==> src/rtl/ins_decoder.sv <==
// Control decoder for the multicycle 16-bit RISC.
// Decodes the opcode/condition byte and the function field against the
// sequencer step counter and produces every datapath strobe and mux select.
// All outputs are combinational except Done, the sticky halt flag.
module ins_decoder (
    input  logic       Clk,
    input  logic       Rst,
    input  logic [7:0] InsM,
    input  logic [1:0] InsL,
    input  logic [2:0] Cnt,
    input  logic [1:0] PSW_NZC,
    output logic       Flag,
    output logic       ALUop,
    output logic       Buff_PSW,
    output logic       Branch,
    output logic       Buff_PC,
    output logic       Buff_MEMIns,
    output logic       MEMresource,
    output logic       ALUorNot,
    output logic       LIorMOV,
    output logic       WE_MEM,
    output logic       WE_RF,
    output logic       PCplus1orWB,
    output logic       LI,
    output logic       WBresource,
    output logic       RBresource,
    output logic       OprandB,
    output logic       Buff_OutR,
    output logic       Done,
    output logic [1:0] Jump
);

    localparam logic [4:0] OP_ALU   = 5'b00000;
    localparam logic [4:0] OP_LHI   = 5'b00001;
    localparam logic [4:0] OP_LLI   = 5'b00010;
    localparam logic [4:0] OP_LDRRI = 5'b00011;
    localparam logic [4:0] OP_LDRRR = 5'b00100;
    localparam logic [4:0] OP_STRRI = 5'b00101;
    localparam logic [4:0] OP_STRCM = 5'b00110;
    localparam logic [4:0] OP_ADDI  = 5'b00111;
    localparam logic [4:0] OP_SUBI  = 5'b01000;
    localparam logic [4:0] OP_MOV   = 5'b01011;
    localparam logic [4:0] OP_BCC   = 5'b11000;
    localparam logic [4:0] OP_BAL   = 5'b11001;
    localparam logic [4:0] OP_JMP   = 5'b10000;
    localparam logic [4:0] OP_JALRL = 5'b10001;
    localparam logic [4:0] OP_JALRR = 5'b10010;
    localparam logic [4:0] OP_JR    = 5'b10011;
    localparam logic [4:0] OP_SYS   = 5'b11100;

    logic [4:0] opcode_s;
    logic [2:0] cond_s;
    logic       s2_s;
    logic       s3_s;
    logic       s4_s;
    logic       le3_s;
    logic       le4_s;
    logic       hlt_s;
    logic       done_r;

    // Conditional-branch resolution against the PSW zero/carry bits;
    // reserved condition codes never take the branch.
    function automatic logic branch_taken(input logic [2:0] cond,
                                          input logic       z,
                                          input logic       c);
        logic taken;
        case (cond)
            3'b011:  taken = ~c;
            3'b010:  taken = c;
            3'b001:  taken = z;
            3'b000:  taken = ~z;
            default: taken = 1'b0;
        endcase
        return taken;
    endfunction

    assign opcode_s = InsM[7:3];
    assign cond_s   = InsM[2:0];
    assign s2_s     = (Cnt == 3'd2);
    assign s3_s     = (Cnt == 3'd3);
    assign s4_s     = (Cnt == 3'd4);
    assign le3_s    = (Cnt <= 3'd3);
    assign le4_s    = (Cnt <= 3'd4);
    assign hlt_s    = (opcode_s == OP_SYS) && (InsL == 2'b01);
    assign Done     = done_r;

    // Sticky halt flag: set once HLT reaches its execute step, cleared only by reset.
    always_ff @(posedge Clk or posedge Rst) begin
        if (Rst) begin
            done_r <= 1'b0;
        end else if (hlt_s && (Cnt >= 3'd2)) begin
            done_r <= 1'b1;
        end else begin
            done_r <= done_r;
        end
    end

    // Step/opcode decode; everything is held at 0 during reset or once halted.
    always_comb begin
        Flag        = 1'b0;
        ALUop       = 1'b0;
        Buff_PSW    = 1'b0;
        Branch      = 1'b0;
        Buff_PC     = 1'b0;
        Buff_MEMIns = 1'b0;
        MEMresource = 1'b0;
        ALUorNot    = 1'b0;
        LIorMOV     = 1'b0;
        WE_MEM      = 1'b0;
        WE_RF       = 1'b0;
        PCplus1orWB = 1'b0;
        LI          = 1'b0;
        WBresource  = 1'b0;
        RBresource  = 1'b0;
        OprandB     = 1'b0;
        Buff_OutR   = 1'b0;
        Jump        = 2'b00;
        if (Rst || done_r) begin
            Buff_MEMIns = 1'b0;
        end else begin
            case (Cnt)
                3'd0: begin
                    Buff_MEMIns = 1'b1;
                    MEMresource = 1'b0;
                end
                3'd1: begin
                    Buff_MEMIns = 1'b0;
                end
                default: begin
                    case (opcode_s)
                        OP_ALU: begin
                            ALUop    = InsL[1] & le3_s;
                            Flag     = InsL[0] & le3_s;
                            ALUorNot = le3_s;
                            WE_RF    = s3_s;
                            Buff_PSW = s3_s;
                            Buff_PC  = s3_s;
                        end
                        OP_ADDI, OP_SUBI: begin
                            ALUop    = (opcode_s == OP_SUBI) & le3_s;
                            OprandB  = le3_s;
                            ALUorNot = le3_s;
                            WE_RF    = s3_s;
                            Buff_PSW = s3_s;
                            Buff_PC  = s3_s;
                        end
                        OP_LHI, OP_LLI: begin
                            WE_RF   = s2_s;
                            LIorMOV = s2_s;
                            LI      = (opcode_s == OP_LHI) & s2_s;
                            Buff_PC = s2_s;
                        end
                        OP_MOV: begin
                            WE_RF   = s2_s;
                            Buff_PC = s2_s;
                        end
                        OP_LDRRI, OP_LDRRR: begin
                            OprandB     = (opcode_s == OP_LDRRI) & le4_s;
                            MEMresource = s3_s;
                            Buff_MEMIns = s3_s;
                            WE_RF       = s4_s;
                            WBresource  = s4_s;
                            Buff_PC     = s4_s;
                        end
                        OP_STRRI: begin
                            OprandB     = le3_s;
                            RBresource  = le3_s;
                            MEMresource = s3_s;
                            WE_MEM      = s3_s;
                            Buff_PC     = s3_s;
                        end
                        OP_STRCM: begin
                            case (InsL)
                                2'b00: begin
                                    RBresource  = le3_s;
                                    MEMresource = s3_s;
                                    WE_MEM      = s3_s;
                                    Buff_PC     = s3_s;
                                end
                                2'b01: begin
                                    ALUop    = s2_s;
                                    Buff_PSW = s2_s;
                                    Buff_PC  = s2_s;
                                end
                                default: begin
                                    Buff_PC = s2_s;
                                end
                            endcase
                        end
                        OP_BCC: begin
                            Branch  = branch_taken(cond_s, PSW_NZC[1], PSW_NZC[0]) & s2_s;
                            Buff_PC = s2_s;
                        end
                        OP_BAL: begin
                            Branch  = s2_s;
                            Buff_PC = s2_s;
                        end
                        OP_JMP, OP_JR: begin
                            Jump    = (opcode_s == OP_JMP) ? {1'b0, s2_s} : {s2_s, 1'b0};
                            Buff_PC = s2_s;
                        end
                        OP_JALRL, OP_JALRR: begin
                            Jump        = (opcode_s == OP_JALRL) ? {1'b0, s2_s} : {s2_s, 1'b0};
                            WE_RF       = s2_s;
                            PCplus1orWB = s2_s;
                            Buff_PC     = s2_s;
                        end
                        OP_SYS: begin
                            case (InsL)
                                2'b00: begin
                                    Buff_OutR = s2_s;
                                    Buff_PC   = s2_s;
                                end
                                2'b01: begin
                                    Buff_PC = 1'b0;
                                end
                                default: begin
                                    Buff_PC = s2_s;
                                end
                            endcase
                        end
                        default: begin
                            Buff_PC = s2_s;
                        end
                    endcase
                end
            endcase
        end
    end

endmodule

==> config.mk <==
export PLATFORM = sky130hd
export DESIGN_NAME = ins_decoder
export DESIGN_NICKNAME = d
export VERILOG_FILES = /design/src/rtl/ins_decoder.sv
export SDC_FILE = /design/constraint.sdc
export NUM_CORES = 1
export LEC_CHECK = 0
export CAP_MARGIN = 20
export CELL_PAD_IN_SITES_DETAIL_PLACEMENT = 1
export CELL_PAD_IN_SITES_GLOBAL_PLACEMENT = 2
export CORE_MARGIN = 4
export CORE_UTILIZATION = 19
export DETAILED_ROUTE_END_ITERATION = 8
export PLACE_DENSITY = 0.84
export SLEW_MARGIN = 20
export SYNTH_ARGS = -nofsm -noshare
export SYNTH_HDL_FRONTEND = slang
export SYNTH_SLANG_ARGS = --single-unit
==> constraint.sdc <==
create_clock -name Clk -period 3.59 [get_ports Clk]
set_clock_uncertainty 0.15 [all_clocks]
set_input_delay 0.5385 -clock Clk [delete_from_list [all_inputs] [get_ports Clk]]
set_output_delay 0.5385 -clock Clk [all_outputs]
set_load 0.05 [all_outputs]
==> impl_metrics.yaml <==
critical_path:
  cp_slowest_cell: "clkdlybuf4s50_1"
  cp_cell_sequence: "clkdlybuf4s50_1 -> buf_4 -> or3b_2 -> a211oi_1 -> o31ai_1 -> a21oi_1 -> buf_12"
  path_max_fanout: 11
  critPathKind: "input pin to output pin"
  crit_buf_inv: 3
  crit_family: "buffers and inverters"
  worst_ep_arrival_time_ns: 2.67
  worstPathRequired_ns: 2.90
  cp-start-kind: "input pin"
  end_kind: "output pin"
  cpPeakStageDelay_ns: 0.58
synthesis:
  yosysSeqAreaShare_pct: 3.98
  synth_edf_count: 0
  ys_async_sr_fraction_pct: 100
  syn_avg_cell_area_sq_um: 6.23
  yosysWarnings: 0
  synth_area_sq_um: 629
  ys_ff_latch: 1
  synthDistinctLibCells: 42
  synth_nets: 118
  yosys_most_used_dff: "dfrtp_1"
  synthCells: 101
grt:
  grt_pass1_vias: 950
  grt_pass1_wl_microns: 4660
  overflow: 0
  grt_start_max_net_pins: 14
  antenna_found_initial: 0
  grt_usage_pct: 13.0
timing:
  fin_ws_ns: 0.235
  worst_pin_slew_ns: 0.823
  final.setup.tns_ns: 0
  post-route-period-util_pct: 93.5
  min_period_ns: 3.36
  rsz0062_at_grt: "no"
  finalSetupViolCount: 0
  relSlewSlack_pct: 44.8
  whs_ns: 0.442
  final_max_slew_viol_count: 0
  fmax_mhz: 298
  hold_viol: 0
flow_run:
  maxCapViolCount: 0
place:
  place_hpwl_microns: 2250
  dp_cells: 180
  portBuffers: 36
  gp_congestion: 0.810
  place_ws_ns: 0.257
  dpl_cell_area_sq_um: 1240
pwr:
  pwr_density_cell_nw_per_um2: 97.0
  p_leak_nw: 0.413
  ir_drop_uv: 33.9
clock_tree:
  cts_setup_buffers: 0
  cts_resized: 0
  clk_pin_slew_ns: 0
  clk_latency_ns: 0
  cts_hold_buf: 0
cells_and_area:
  fin_cells: 180
  area_delta_synth_final_pct: 96.6
  antenna_cells: 0
  stdcell_area_sq_um: 1240
  layout-drive-gt1-share_pct: 24.3
  largest_reg_flops: 1
  nNetsFinal: 155
worst_hold_path:
  min_path_type: "register to register"
drt:
  dr.pass1.iters: 4
  detail_route.vias_per_cell: 5.26
  drc: 0
  wl_per_cell_microns: 15.3
  ant_nets: 0
  wl_microns: 2760
  vias: 947
  initialDrtViolationCount: 24
floorplan:
  ios: 37
  coreArea_sq_um: 3100
  dieArea_sq_um: 4300
  die_h_microns: 65.6
  die_w_microns: 65.6
  initial_core_util_pct: 20.3
  rows: 20
run_status:
  status: "complete, no violations"
[stage by stage]
step	power, mW	utilization, %
after floorplan	0.0721	-
after global placement	0.117	39.9
after detailed placement	0.119	39.9
after CTS	0.120	39.9
after global routing	0.128	39.9
final	0.120	39.9
[cell families (layout without fill, tap and decap cells)]
| group | Yosys count | after routing | synth area share [%] |
|---|---|---|---|
| flops | 1 | 1 | 3.98 |
| xor+xnor | 1 | 1 | 1.39 |
| mux | 1 | 1 | 1.79 |
| buf+inv | 12 | 47 | 8.95 |
| simple gates | 61 | 61 | 56.9 |
| compound gates | 25 | 25 | 27.0 |
[synthesized netlist by cell type, types with 2 or more instances]
cell / instances / area, sq um
inv_1: 3 / 11.3
or2_2: 2 / 12.5
nor4_1: 5 / 31.3
clkbuf_1: 5 / 18.8
nand4b_1: 2 / 17.5
a21oi_1: 6 / 30.0
nor3_1: 5 / 25.0
nand2_1: 6 / 22.5
buf_2: 3 / 15.0
nand3_1: 6 / 30.0
nor2_1: 10 / 37.5
or3_1: 4 / 25.0
and2b_1: 3 / 22.5
nor2b_1: 5 / 31.3
a31oi_1: 2 / 12.5
nor3b_1: 2 / 15.0
nor4b_1: 3 / 26.3
o21ai_0: 5 / 25.0
[where the power goes]
| part | total [mW] | switching [mW] | internal [mW] |
|---|---|---|---|
| logic | 0.104 | 0.0581 | 0.0454 |
| registers | 0.0165 | 0.00310 | 0.0134 |
| clock network | 0 | 0 | 0 |
[final timing paths]
kind	from	to	slack, ns	cells past startpoint
worst max-delay path	InsM[4]	WE_RF	0.23	7
worst min-delay path	Done	Done	0.44	1
min in group asynchronous	Rst	Done	0.64	2
worst min register to register	Done	Done	0.44	1
max in group asynchronous	Rst	Done	2.55	2
worst max register to register	Done	Done	2.72	1
[placed cells by master (no fill, tap or decap), types with 2 or more instances in the layout]
cell type / n
nor4b_1: 3
and2b_1: 3
nand4b_1: 2
o21ai_0: 5
nor4_1: 5
clkdlybuf4s50_1: 17
nor2_1: 10
nor3_1: 5
a21oi_1: 6
nor2b_1: 5
or3_1: 4
a31oi_1: 2
inv_1: 3
or2_2: 2
buf_12: 18
buf_4: 9
nand3_1: 6
nand2_1: 6
nor3b_1: 2
[area by class of cell]
type,instances,area [sq um]
multi-input combinational,88,548
fill,398,1870
inverter,3,11.3
timing repair buffer,44,598
tap,44,55.1
sequential,1,25.0
[per-layer routing]
layer / up-vias / share of wire [%] / track usage, %
met4: 0 / 0.51 / 1.30
met3: 2 / 6.4 / 1.20
met2: 42 / 50 / 23.8
li1: 455 / - / -
met5: - / 0 / 0
met1: 448 / 43 / 16.9
(Power assumes the default switching activity.)
